## src/rtl/joy_serial_reader.sv

```systemverilog
// joy_serial_reader
//   Polls chained serial-shift-register joystick adapters (shared CLK/LOAD,
//   single DATA line). Each frame: pulse joy_load low for one tick, then shift
//   N = NUM_PLAYERS*BITS_PER_PLAYER bits, one joy_clk period per bit. Data is
//   active-low and captured just before each rising joy_clk. After the frame,
//   each player's slice is debounced and committed to joy_out, and frame_done
//   pulses. An idle gap of POLL_GAP ticks separates frames.
//
// Ports
//   clk        in   system clock
//   reset      in   synchronous, active-high
//   enable     in   polling allowed (checked only when leaving IDLE or GAP)
//   joy_data   in   serial data from adapter, active-low
//   joy_clk    out  shift clock, idles low
//   joy_load   out  parallel-load strobe, active-low
//   joy_out    out  16 bits per player, active-high buttons in the low bits
//   frame_done out  one-cycle pulse, coincident with the new joy_out value
//
// State table
//   S_IDLE   | not polling, waiting for enable
//   S_LOAD   | joy_load low for one tick
//   S_CLK_LO | joy_clk low for one tick, sample data on last cycle
//   S_CLK_HI | joy_clk high for one tick, advance bit index
//   S_COMMIT | one cycle, debounced result visible, frame_done high
//   S_GAP    | POLL_GAP idle ticks before the next frame

module joy_serial_reader #(
  parameter int NUM_PLAYERS     = 2,
  parameter int BITS_PER_PLAYER = 12,
  parameter int CLK_DIV         = 24,
  parameter int POLL_GAP        = 16,
  parameter int DEBOUNCE        = 1
) (
  input  logic                      clk,
  input  logic                      reset,
  input  logic                      enable,
  input  logic                      joy_data,
  output logic                      joy_clk,
  output logic                      joy_load,
  output logic [NUM_PLAYERS*16-1:0] joy_out,
  output logic                      frame_done
);

  localparam int N  = NUM_PLAYERS * BITS_PER_PLAYER;
  localparam int DW = (CLK_DIV > 1) ? $clog2(CLK_DIV) : 1;
  localparam int KW = (N > 1) ? $clog2(N) : 1;
  localparam int GW = (POLL_GAP > 1) ? $clog2(POLL_GAP) : 1;

  localparam logic [DW-1:0] DIV_LAST = DW'(CLK_DIV - 1);
  localparam logic [KW-1:0] K_LAST   = KW'(N - 1);
  localparam logic [GW-1:0] GAP_LAST = GW'((POLL_GAP > 0) ? POLL_GAP - 1 : 0);
  localparam logic [2:0]    DB_TH    = 3'(DEBOUNCE);

  typedef enum logic [2:0] {
    S_IDLE, S_LOAD, S_CLK_LO, S_CLK_HI, S_COMMIT, S_GAP
  } state_e;

  state_e                                          state_q, state_d;
  logic [DW-1:0]                                   div_q, div_d;
  logic [KW-1:0]                                   bit_q, bit_d;
  logic [GW-1:0]                                   gap_q, gap_d;
  logic [N-1:0]                                    cap_q, cap_d;
  logic [NUM_PLAYERS-1:0][BITS_PER_PLAYER-1:0]     prev_q, prev_d;
  logic [NUM_PLAYERS-1:0][2:0]                     cnt_q, cnt_d;
  logic [NUM_PLAYERS*16-1:0]                       out_q, out_d;
  logic                                            joy_clk_q, joy_clk_d;
  logic                                            joy_load_q, joy_load_d;
  logic                                            frame_done_q, frame_done_d;
  logic                                            tick;
  logic                                            commit;
  logic [BITS_PER_PLAYER-1:0]                      slice;
  logic [15:0]                                     ext;

  assign tick = (div_q == DIV_LAST);

  // Divider is held at zero in IDLE and COMMIT so LOAD and GAP start on a
  // fresh tick.
  always_comb begin
    div_d = div_q + 1'b1;
    if (state_q == S_IDLE || state_q == S_COMMIT || tick) div_d = '0;
  end

  // State register and datapath registers
  always_ff @(posedge clk) begin
    if (reset) begin
      state_q      <= S_IDLE;
      div_q        <= '0;
      bit_q        <= '0;
      gap_q        <= '0;
      cap_q        <= '0;
      prev_q       <= '0;
      cnt_q        <= '0;
      out_q        <= '0;
      joy_clk_q    <= 1'b0;
      joy_load_q   <= 1'b1;
      frame_done_q <= 1'b0;
    end else begin
      state_q      <= state_d;
      div_q        <= div_d;
      bit_q        <= bit_d;
      gap_q        <= gap_d;
      cap_q        <= cap_d;
      prev_q       <= prev_d;
      cnt_q        <= cnt_d;
      out_q        <= out_d;
      joy_clk_q    <= joy_clk_d;
      joy_load_q   <= joy_load_d;
      frame_done_q <= frame_done_d;
    end
  end

  // Next-state logic
  always_comb begin
    state_d = state_q;
    bit_d   = bit_q;
    gap_d   = gap_q;
    cap_d   = cap_q;
    case (state_q)
      S_IDLE:   if (enable) state_d = S_LOAD;
      S_LOAD:   if (tick) begin
                  state_d = S_CLK_LO;
                  bit_d   = '0;
                end
      S_CLK_LO: if (tick) begin
                  cap_d[bit_q] = ~joy_data;
                  state_d      = S_CLK_HI;
                end
      S_CLK_HI: if (tick) begin
                  if (bit_q == K_LAST) begin
                    state_d = S_COMMIT;
                  end else begin
                    bit_d   = bit_q + 1'b1;
                    state_d = S_CLK_LO;
                  end
                end
      S_COMMIT: begin
                  if (POLL_GAP > 0) begin
                    state_d = S_GAP;
                    gap_d   = GAP_LAST;
                  end else begin
                    state_d = enable ? S_LOAD : S_IDLE;
                  end
                end
      S_GAP:    if (tick) begin
                  if (gap_q == '0) state_d = enable ? S_LOAD : S_IDLE;
                  else             gap_d   = gap_q - 1'b1;
                end
      default:  state_d = S_IDLE;
    endcase
  end

  // Output logic. Registered outputs are computed from the next state so they
  // line up with state_q; the debounced result therefore appears in the same
  // cycle that state_q is COMMIT.
  always_comb begin
    joy_clk_d    = (state_d == S_CLK_HI);
    joy_load_d   = (state_d != S_LOAD);
    commit       = (state_d == S_COMMIT) && (state_q != S_COMMIT);
    frame_done_d = commit;
    out_d        = out_q;
    prev_d       = prev_q;
    cnt_d        = cnt_q;
    slice        = '0;
    ext          = '0;
    if (commit) begin
      for (int p = 0; p < NUM_PLAYERS; p++) begin
        slice = cap_q[p*BITS_PER_PLAYER +: BITS_PER_PLAYER];
        if (slice == prev_q[p])
          cnt_d[p] = (cnt_q[p] == 3'd7) ? 3'd7 : cnt_q[p] + 3'd1;
        else
          cnt_d[p] = 3'd1;
        prev_d[p] = slice;
        ext = '0;
        ext[BITS_PER_PLAYER-1:0] = slice;
        if (cnt_d[p] >= DB_TH) out_d[p*16 +: 16] = ext;
      end
    end
  end

  assign joy_clk    = joy_clk_q;
  assign joy_load   = joy_load_q;
  assign joy_out    = out_q;
  assign frame_done = frame_done_q;

endmodule

```

## config.mk

```make
export PLATFORM = sky130hd
export DESIGN_NAME = joy_serial_reader
export DESIGN_NICKNAME = d
export VERILOG_FILES = /design/src/rtl/joy_serial_reader.sv
export SDC_FILE = /design/constraint.sdc
export NUM_CORES = 1
export LEC_CHECK = 0
export BUFFER_PORTS_ARGS = -buffer_cell sky130_fd_sc_hd__buf_2
export CORE_MARGIN = 2
export CORE_UTILIZATION = 40
export DETAILED_ROUTE_END_ITERATION = 10
export GPL_TIMING_DRIVEN = 1
export PLACE_DENSITY = 0.61
export SLEW_MARGIN = 20
export SYNTH_ARGS = -nofsm -noshare
export SYNTH_HDL_FRONTEND = slang
export SYNTH_SLANG_ARGS = --single-unit
```

## constraint.sdc

```tcl
create_clock -name clk -period 2.15 [get_ports clk]
set_input_delay 0 -clock clk [delete_from_list [all_inputs] [get_ports clk]]
set_output_delay 0 -clock clk [all_outputs]
set_load 0.01 [all_outputs]
```

# After elaboration in Yosys (flattened, before gate mapping)
# Index checks and enable logic that the tools add are counted.
op_classes:
  addsub: 5
  n_lt_le_gt_ge: 4
  eq_ne: 20
  n_mux: 25
  bitwise_logic: 1
  reduce_logical: 14
op_table:
  columns: ["op", "n"]
  rows:
  - ["$mux 3", 13]
  - ["$bwmux 24", 1]
  - ["$eq 12x12->1", 2]
  - ["$pmux 3 s6", 1]
  - ["$eq 3x3->1 const B", 5]
  - ["$mux 5", 3]
  - ["$add 5x1->5 const B", 2]
  - ["$eq 5x5->1 const B", 2]
  - ["$ne 2x2->1 const B", 5]
  - ["$pmux 5 s2", 1]
  - ["$eq 3x2->1 const B", 3]
  - ["$mux 4", 2]
  - ["$pmux 4 s2", 1]
  - ["$add 3x1->3 const B", 2]
  - ["$ge 3x1->1 const B", 2]
  - ["$lt 5x6->1 const B", 1]
  - ["$reduce_and 2->1", 3]
  - ["$demux 1 s5", 1]
  - ["$ge 5x1->1 const B", 1]
  - ["$logic_not 4->1", 1]
  - ["$reduce_and 4->1", 1]
  - ["$reduce_bool 2->1", 2]
  - ["$sub 4x1->4 const B", 1]
  - ["$eq 3x1->1 const B", 1]
  - ["other kinds (9)", 12]
word_totals:
  register_bits: 98

# Depth between registers and ports, before layout
# Gate-level depths: netlist (run 1).
logic_depth:
  word_depth: 9
  mapped_depth: 9

# Least setup slack after synthesis (run 1)
# Ideal clock, no wire load.
synth_timing:
  kind: "reg2reg"
  startpoint: "register div_q[0]"
  endpoint: "register out_q[10], in the netlist joy_out[10]"
  setup_time_ns: 0.072
  t_arrival_ns: 1.814
  t_required_ns: 2.078
  setup_slack_ns: 0.265
  path_stages_with_launch: 9
  path_buffers: 2
  period_less_slack_ns: 1.885
  cell_sequence: "dfxtp_1 -> ha_1 -> and4b_4 -> nand3b_2 -> or2_1 -> buf_6 -> a21oi_4 -> buf_8 -> mux2i_1"
synth_between:
  elab_chain_cells: 6
  elab_cells_between_ends: 9
  cone_classes: "eq/ne: 2; mux: 5; reduce/logical: 2"
synth_rtl:
  columns: ["item", "line_no", "source"]
  rows:
  - ["start, declared", "59", "logic [DW-1:0] div_q, div_d;"]
  - ["start signal, assigned", "99", "div_q <= div_d;"]
  - ["$eq 5x5->1 *", "74", "assign tick = (div_q == DIV_LAST);"]
  - ["$mux 3, on equally long branches", null, null]
  - ["$pmux 3 s6 *", "118", "case (state_q)"]
  - ["$eq 3x3->1 *", "158", "commit = (state_d == S_COMMIT) && (state_q != S_COMMIT);"]
  - ["$logic_and 1x1->1 *", "158", null]
  - ["$reduce_and 2->1 (no line) *", null, null]
  - ["end signal, assigned", "105", "out_q <= out_d;"]
  - ["end, declared", "65", "logic [NUM_PLAYERS*16-1:0] out_q, out_d;"]
# Mark *: on every way between the ends. The rest lies on a longest branch, timed or not.
# A chain may end at the register's enable or synchronous reset.

# Worst setup path in the final report (run 1)
layout_timing:
  startpoint: "register div_q[0]"
  endpoint: "register out_q[22], in the netlist joy_out[22]"
# Same word-level chain as after synthesis.

==> impl_metrics.json, run 1 <==
{
  "die_y_um": 110.0,
  "overflow": 0,
  "layout.nets": 538,
  "hold_path_class": "primary input to register",
  "cp_data_required_time_ns": 2.45,
  "io_pins": 39,
  "worst-path-max-fanout": 11,
  "synthArstFlopShare_pct": 0,
  "first_pass_iters": 4,
  "fin_setup_tns_ns": 0,
  "cellLeakagePower_nw": 1.748,
  "grt_pass1_wl_um": 14390,
  "p_sw_mw": 0.7350,
  "clock_latency_ns": 0.38,
  "antenna_left": 0,
  "antenna_found_initial": 0,
  "swShare_pct": 24.32,
  "ir_drop_v": 0.0002956,
  "clock_sinks": 98,
  "final-setup-viol-count": 0,
  "crit_arrival_ns": 2.31,
  "criticalPathCategory": "register to register",
  "synth_top_area_share_pct": 43.66,
  "post-dp-hpwl_um": 6165,
  "die_w_um": 110.0,
  "start_util_pct": 41.27,
  "maxCapViolations": 0,
  "yosys_warnings": 0,
  "syn_area_per_cell_um2": 9.151,
  "fp.coreArea_um2": 10890,
  "synthTopCellsByArea": "dfxtp_1, nand2b_1, a21oi_1",
  "grt_pass1_vias": 2963,
  "p_per_area_nw_per_um2": 597.7,
  "cts_tree": "yes",
  "power.share.clock_pct": 36.9,
  "relSlewSlack_pct": 60.18,
  "p_comb_share_pct": 2.9,
  "r2r_cells": 7,
  "wl_um": 8709,
  "critPathLaunchType": "register",
  "cts_htree_levels": 3,
  "holdPathStages": 2,
  "synth_edf_count": 0,
  "netlist_area_um2": 4493,
  "drtIter0Drc": 217,
  "yosysTopAreaCell": "dfxtp_1",
  "power_mw": 3.023,
  "fin_area_um2": 5057,
  "sequentialPowerShare_pct": 60.2,
  "synth.most_common_cell": "dfxtp_1",
  "synth-seq-cells": 98,
  "drive_gt1_share_pct": 16.57,
  "final_core_util_pct": 46.45,
  "drc": 0,
  "wl_per_cell_um": 12.98,
  "synth_ff_type": "dfxtp_1",
  "min_period_over_period_pct": 93.34,
  "postCtsSetupBuffers": 0,
  "max_freq_mhz": 498.3,
  "slew_viol_final": 0,
  "num-fill-cells": 1039,
  "rsz0062_at_grt": "false",
  "syn2layout_area_growth_pct": 12.56,
  "hold_slack_ns": 0.1440,
  "grt_max_degree": 61,
  "internal_power_mw": 2.288,
  "synth.distinct_cells": 44,
  "tritoncts.num_buffers": 9,
  "clkTransAtPathRegs_ns": 0.10,
  "post-route-min-period_ns": 2.007,
  "gp_congestion": 0.7531,
  "n_antenna_cell": 0,
  "clockRootBuffer": "clkbuf_8",
  "outcome": "completed",
  "finalHoldViolCount": 0,
  "placed_cell_area_um2": 4855,
  "synth_commonest_cells": "dfxtp_1, a21oi_1, nand2_1",
  "fp.dieArea_um2": 12100,
  "rows": 38,
  "yosysSeqAreaShare_pct": 43.66,
  "synth_cells": 491,
  "cp-end-kind": "register",
  "worstMarginPinSlew_ns": 0.5973,
  "vias": 3362,
  "grt_use_total_pct": 15.17,
  "vias_per_cell": 5.010,
  "portBuffers": 30,
  "finClkSkew_ns": 0.01992,
  "clockBufferDepth": 2
}
[per-layer routing]
| layer | global-route usage, % | wire length, um | up-vias |
|---|---|---|---|
| met3 | 3.704 | 285 | 8 |
| li1 | - | - | 1749 |
| met1 | 20.74 | 4468 | 1553 |
| met2 | 23.27 | 3840 | 52 |
| met5 | 0 | 0 | - |
| met4 | 5.335 | 115 | 0 |
[power by group through the flow]
stage / clock network [mW] / logic, mW / registers (mW)
6_report: 1.11 / 0.0871 / 1.82
3_3_place_gp: 0 / 0.0834 / 1.86
4_1_cts: 1.17 / 0.0861 / 1.82
3_5_place_dp: 0 / 0.0846 / 1.86
2_1_floorplan: 0 / 0.0737 / 1.86
5_1_grt: 1.23 / 0.0951 / 1.82
[registers in the layout (all words and copies together) (netlist names)]
signal      flops
cap_q          24
joy_out        24
bit_q           5
cnt_q           6
gap_q           4
prev_q         24
joy_load        1
frame_done      1
joy_clk         1
state_q         3
div_q           5
[area by class of cell]
cell class | instances | area (um^2) | share of cell area [%]
multi-input combinational | 348 | 2276 | 45.00
clock buffer | 9 | 123.9 | 2.449
sequential | 98 | 1962 | 38.79
inverter | 10 | 37.54 | 0.7422
timing repair buffer | 59 | 420.4 | 8.313
clock inverter | 7 | 62.56 | 1.237
tap | 140 | 175.2 | 3.464
[per-stage QoR]
stage / std cells / setup slack (ns)
final: 671 / 0.1431
after global routing: 671 / 0.02097
after CTS: 671 / 0.1419
after detailed placement: 654 / 0.1509
after global placement: 654 / 0.1976
after floorplan: 498 / 0.2646
[timing repair]
item,4_1_cts,5_1_grt
hold buffers,1,0
setup endpoints to repair,0,1
hold endpoints to repair,1,0
gates resized for setup,0,1
[cells in the final DEF (no fill, tap or decap), types with 5 or more instances in the layout]
cell,instances
a21oi_1,58
mux2i_1,25
nand2_1,57
nand3_1,11
inv_1,10
xor2_1,6
nor3b_1,5
buf_4,24
nor2_1,18
nand4_1,7
nor3_1,9
nand2b_1,50
clkbuf_8,9
xnor2_1,26
conb_1,8
a311oi_1,25
ha_1,8
dfxtp_1,98
buf_2,30
[logic make-up (layout without fill, tap and decap cells)]
group | count (synthesis) | in the layout | synth area share, %
xor gates and xnor gates | 32 | 32 | 6.238
AOI/OAI and AO/OA | 98 | 98 | 14.09
muxes | 25 | 25 | 5.569
DFF | 98 | 98 | 43.66
buffers and inverters | 52 | 85 | 6.460
other | 1 | 8 | 0.08346
and+or+nand+nor | 177 | 177 | 21.67
adders and majority gates | 8 | 8 | 2.228
[final timing paths]
check                           startpoint          end  slack [ns]
worst max-delay path              div_q[0]  joy_out[22]        0.14
worst min-delay path                 reset   state_q[2]        0.14
worst max register to register    div_q[0]  joy_out[22]        0.14
worst min register to register    div_q[0]     div_q[0]        0.45
[worst max-delay path, cell delays in order (launching register included)]
cell	delay, ns
dfxtp_1	0.36
ha_1	0.17
and4b_4	0.28
nand3b_2	0.11
or2_1	0.41
a21oi_4	0.23
buf_12	0.17
mux2i_1	0.20
Note: power is estimated with default switching activity, not from simulation.
==> inputs of run 2 (changes only) <==
--- a/config.mk
+++ b/config.mk
@@ -5,12 +5,13 @@
 export SDC_FILE = /design/constraint.sdc
 export NUM_CORES = 1
 export LEC_CHECK = 0
+export ABC_CLOCK_PERIOD_IN_PS = 2150
 export BUFFER_PORTS_ARGS = -buffer_cell sky130_fd_sc_hd__buf_2
 export CORE_MARGIN = 2
 export CORE_UTILIZATION = 40
 export DETAILED_ROUTE_END_ITERATION = 10
 export GPL_TIMING_DRIVEN = 1
-export PLACE_DENSITY = 0.61
+export PLACE_DENSITY = 0.67
 export SLEW_MARGIN = 20
 export SYNTH_ARGS = -nofsm -noshare
 export SYNTH_HDL_FRONTEND = slang
==> run 2 against run 1 <==
Combinational power decreased by 8.5%; clock skew fell by 0.0059 ns; clock power up 14%; hold slack improved by 0.012 ns; flip-flop and latch count unchanged; non-clock buffer count shrank 2; total power rose by 4.5%; core utilization decreased by 0.32 points; register-to-register slack worse by 0.03 ns; sequential share of layout area up 0.27 points; sequential power about the same; setup slack got worse by 0.030 ns; critical endpoint is now joy_out[3].
==> impl_metrics.json, run 2 (same netlist as run 1, synthesis figures left out) <==
{
  "outcome": "completed",
  "slew_viol_final": 0,
  "worst-path-max-fanout": 11,
  "clockBufferDepth": 2,
  "drtIter0Drc": 128,
  "first_pass_iters": 4,
  "criticalPathCategory": "register to register",
  "layout_commonest_cell": "dfxtp_1",
  "cp_data_required_time_ns": 2.46,
  "syn2layout_area_growth_pct": 11.78,
  "antenna_found_initial": 0,
  "grt_pass1_vias": 3147,
  "portBuffers": 30,
  "maxCapViolations": 0,
  "min_period_over_period_pct": 94.75,
  "grt_pass1_wl_um": 14720,
  "finalHoldViolCount": 0,
  "clockRootBuffer": "clkbuf_8",
  "p_per_area_nw_per_um2": 629.0,
  "multiInputGateArea_um2": 2273,
  "vias_per_cell": 5.109,
  "cts_htree_levels": 3,
  "crit_arrival_ns": 2.35,
  "clkTransAtPathRegs_ns": 0.10,
  "n_antenna_cell": 0,
  "overflow": 0,
  "post-route-min-period_ns": 2.037,
  "fin_setup_tns_ns": 0,
  "worstMarginPinSlew_ns": 0.6733,
  "hold_path_class": "primary input to register",
  "cp-end-kind": "register",
  "rows": 38,
  "max_stage_delay_ns": 0.46,
  "layout.nets": 536,
  "final-setup-viol-count": 0,
  "cellLeakagePower_nw": 1.744,
  "gp_congestion": 0.7488,
  "wl_um": 8895,
  "fin_area_um2": 5022,
  "mostFrequentLayoutCells": "dfxtp_1, a21oi_1, nand2_1",
  "post-dp-hpwl_um": 5972,
  "ir_drop_v": 0.0004099,
  "drc": 0,
  "start_util_pct": 41.27,
  "die_w_um": 110.0,
  "grt_use_total_pct": 15.64,
  "wl_per_cell_um": 13.30,
  "critPathLaunchType": "register",
  "antenna_left": 0,
  "clock_latency_ns": 0.39,
  "cts_tree": "yes",
  "fp.coreArea_um2": 10890,
  "reg2reg_setup_slack_ns": 0.11,
  "vias": 3418,
  "slowest_stage": "or2_2",
  "rsz0062_at_grt": "false",
  "max_freq_mhz": 490.9,
  "postCtsSetupBuffers": 0,
  "hold_slack_ns": 0.1559,
  "regArea_um2": 1962,
  "io_pins": 39,
  "placed_cell_area_um2": 4800,
  "drive_gt1_share_pct": 16.26,
  "finClkSkew_ns": 0.01406,
  "relSlewSlack_pct": 55.11,
  "die_y_um": 110.0,
  "grt_max_degree": 44,
  "num-fill-cells": 1026,
  "clock_sinks": 98,
  "path_cells": "ha_1, and4b_4, nand3b_2, or2_2, a21oi_4, buf_4, mux2i_1",
  "fp.dieArea_um2": 12100,
  "tritoncts.num_buffers": 9
}
[run 2: cell types whose count changed in the layout (fill, tap and decap cells not counted), sizes merged]
| cell | before | now |
|---|---|---|
| clkinv | 3 | 1 |
| bufinv | 0 | 1 |
| clkbuf | 9 | 10 |
| clkinvlp | 2 | 1 |
| buf | 58 | 56 |
| inv | 12 | 13 |
[run 2: worst max-delay path: cells and delay by family (launching register included)]
kind / cells / cell delay [ns]
and+or+nand+nor: 3 / 0.85
DFF: 1 / 0.36
AOI/OAI and AO/OA: 1 / 0.17
muxes: 1 / 0.21
adders and majority gates: 1 / 0.19
buffers and inverters: 1 / 0.20
[run 2: repair_timing]
action / CTS / global route
gates resized for setup: 0 / 2
hold buffers: 1 / 0
endpoints found under the hold margin: 1 / 0
setup endpoints to repair: 0 / 14
[run 2: final timing paths]
check / end / cells after the start / start
worst max register to register: joy_out[3] / 7 / div_q[0]
worst min register to register: div_q[0] / 1 / div_q[0]
worst min-delay path: cap_q[9] / 2 / joy_data
worst max-delay path: joy_out[3] / 7 / div_q[0]
[run 2: layout make-up]
cell class                 count  share of cell area (%)
multi-input combinational    348                   45.27
inverter                      10                  0.7474
clock buffer                  10                   2.740
tap                          140                   3.488
timing repair buffer          57                   7.324
sequential                    98                   39.06
clock inverter                 6                   1.370
[run 2: where the power goes]
part / leakage, nW / total [mW] / internal [mW] / switching, mW
Sequential: 0.790 / 1.82 / 1.82 / 0.00605
Combinational: 0.851 / 0.0797 / 0.0280 / 0.0517
Clock: 0.104 / 1.26 / 0.580 / 0.676
Total: 1.74 / 3.16 / 2.43 / 0.733
[run 2: stage by stage]
stage               setup slack (ns)  total power [mW]  utilization [%]  cells
finish                        0.1130             3.159            46.13    669
global route                0.003568             3.261            46.13    669
CTS                          0.03284             3.186            46.07    669
detailed placement           0.03733             1.943            44.08    652
global placement             0.08124             1.941            44.08    652
floorplan                     0.2646             1.937                -    498
[run 2: metal layers]
metal,global-route usage [%],part of all wire [%]
met5,0,0
met1,19.68,47
met4,5.787,1.7
met2,24.89,46
met3,5.173,4.6
==> inputs of run 3 (changes only) <==
--- a/config.mk
+++ b/config.mk
@@ -8,10 +8,10 @@
 export ABC_CLOCK_PERIOD_IN_PS = 2150
 export BUFFER_PORTS_ARGS = -buffer_cell sky130_fd_sc_hd__buf_2
 export CORE_MARGIN = 2
-export CORE_UTILIZATION = 40
+export CORE_UTILIZATION = 45
 export DETAILED_ROUTE_END_ITERATION = 10
 export GPL_TIMING_DRIVEN = 1
-export PLACE_DENSITY = 0.67
+export PLACE_DENSITY = 0.73
 export SLEW_MARGIN = 20
 export SYNTH_ARGS = -nofsm -noshare
 export SYNTH_HDL_FRONTEND = slang
==> run 3 against run 2 <==
Critical path depth unchanged; first-iteration DRC count increased by 61%; clock-buffer cell count unchanged; core utilization increased by 5.0 points; total power decreased by 1.3%; largest cell class unchanged; non-clock buffer count decreased by 4; fmax increased by 1.9%; sequential power about the same; flip-flop and latch count unchanged; largest power group unchanged.
==> impl_metrics.json, run 3 (same netlist as run 1, synthesis figures left out) <==
{
  "outcome": "completed",
  "p_sw_mw": 0.7176,
  "multiInputGateArea_um2": 2267,
  "hold_path_class": "primary input to register",
  "min_period_over_period_pct": 92.97,
  "cts_tree": "yes",
  "num-fill-cells": 889,
  "layout_commonest_cell": "dfxtp_1",
  "critPathLaunchType": "register",
  "die_y_um": 103.9,
  "clockBufferDepth": 2,
  "tritoncts.num_buffers": 9,
  "antenna_left": 0,
  "slew_viol_final": 0,
  "cp-end-kind": "register",
  "finalHoldViolCount": 0,
  "worstMarginPinSlew_ns": 0.6329,
  "postCtsSetupBuffers": 0,
  "p_comb_share_pct": 2.5,
  "fp.coreArea_um2": 9729,
  "final_core_util_pct": 51.12,
  "start_util_pct": 46.18,
  "finClkSkew_ns": 0.01385,
  "sequentialPowerShare_pct": 58.5,
  "relSlewSlack_pct": 57.21,
  "internal_power_mw": 2.400,
  "rows": 36,
  "gp_congestion": 0.7839,
  "swShare_pct": 23.02,
  "criticalPathCategory": "register to register",
  "final-setup-viol-count": 0,
  "fp.dieArea_um2": 10800,
  "p_per_area_nw_per_um2": 626.9,
  "grt_max_degree": 43,
  "wl_um": 8418,
  "placed_cell_area_um2": 4761,
  "layout.nets": 532,
  "cp_data_required_time_ns": 2.45,
  "maxCapViolations": 0,
  "first_pass_iters": 4,
  "clock_latency_ns": 0.37,
  "antenna_found_initial": 0,
  "drive_gt1_share_pct": 15.24,
  "clkTransAtPathRegs_ns": 0.10,
  "ir_drop_v": 0.0003058,
  "n_antenna_cell": 0,
  "die_w_um": 103.9,
  "syn2layout_area_growth_pct": 10.69,
  "max_freq_mhz": 500.3,
  "power.share.clock_pct": 39.0,
  "clock_sinks": 98,
  "wl_per_cell_um": 12.79,
  "reg2reg_setup_slack_ns": 0.15,
  "drtIter0Drc": 206,
  "grt_use_total_pct": 16.05,
  "cellLeakagePower_nw": 1.719,
  "path_cells": "ha_1, and4b_4, nand3b_2, or2_1, a21oi_4, buf_4, mux2i_1",
  "vias_per_cell": 5.087,
  "fin_area_um2": 4974,
  "io_pins": 39,
  "vias": 3347,
  "slowest_stage": "dfxtp_1",
  "post-dp-hpwl_um": 5874,
  "dp.cells": 641,
  "hold_slack_ns": 0.1180,
  "stdcell_count": 658,
  "rsz0062_at_grt": "false",
  "worst-path-max-fanout": 12,
  "cts_htree_levels": 3,
  "post-route-min-period_ns": 1.999,
  "grt_pass1_wl_um": 14480,
  "grt_pass1_vias": 3038,
  "cp_num_buf_inv": 1,
  "clockRootBuffer": "clkbuf_8",
  "max_stage_delay_ns": 0.37,
  "portBuffers": 30,
  "regArea_um2": 1962,
  "fin_setup_tns_ns": 0,
  "drc": 0,
  "overflow": 0,
  "crit_arrival_ns": 2.30,
  "cp_top_family": "simple AND/OR/NAND/NOR gates",
  "mostFrequentLayoutCells": "dfxtp_1, a21oi_1, nand2_1"
}
[run 3: area by class of cell]
type,count,share of cell area (%)
Timing Repair Buffer,53,6.792
Multi-Input combinational cell,348,45.58
Clock inverter,6,1.509
Inverter,10,0.7547
Clock buffer,10,2.566
Sequential cell,98,39.45
Tap cell,133,3.346
[run 3: metal layers]
metal	share of wire [%]	global-route usage (%)	up-vias
met4	0.77	3.764	0
li1	-	-	1739
met2	46	25.52	53
met3	3.8	4.386	6
met1	49	21.77	1549
met5	0	0	-
[run 3: final timing paths]
| check | from | end | cells after the start |
|---|---|---|---|
| hold / removal | reset | state_q[2] | 2 |
| setup / recovery | div_q[0] | joy_out[17] | 7 |
| setup reg to reg | div_q[0] | joy_out[17] | 7 |
| hold reg to reg | div_q[0] | div_q[0] | 1 |
[run 3: stage by stage]
| step | setup slack [ns] | power, mW |
|---|---|---|
| after detailed placement | 0.1852 | 1.941 |
| final | 0.1511 | 3.118 |
| after global placement | 0.2674 | 1.940 |
| after CTS | 0.1488 | 3.145 |
| after global routing | 0.02223 | 3.224 |
| after floorplan | 0.2646 | 1.937 |
[run 3: timing repair]
item | 4_1_cts | 5_1_grt
resized for setup | 0 | 0
hold endpoints to repair | 1 | 0
hold buffers | 1 | 0
[run 3: power groups by stage]
stage	Clock, mW	Sequential, mW	Combinational, mW
2_1_floorplan	0	1.86	0.0737
3_3_place_gp	0	1.87	0.0744
3_5_place_dp	0	1.87	0.0756
4_1_cts	1.24	1.82	0.0768
5_1_grt	1.32	1.82	0.0837
6_report	1.22	1.82	0.0769
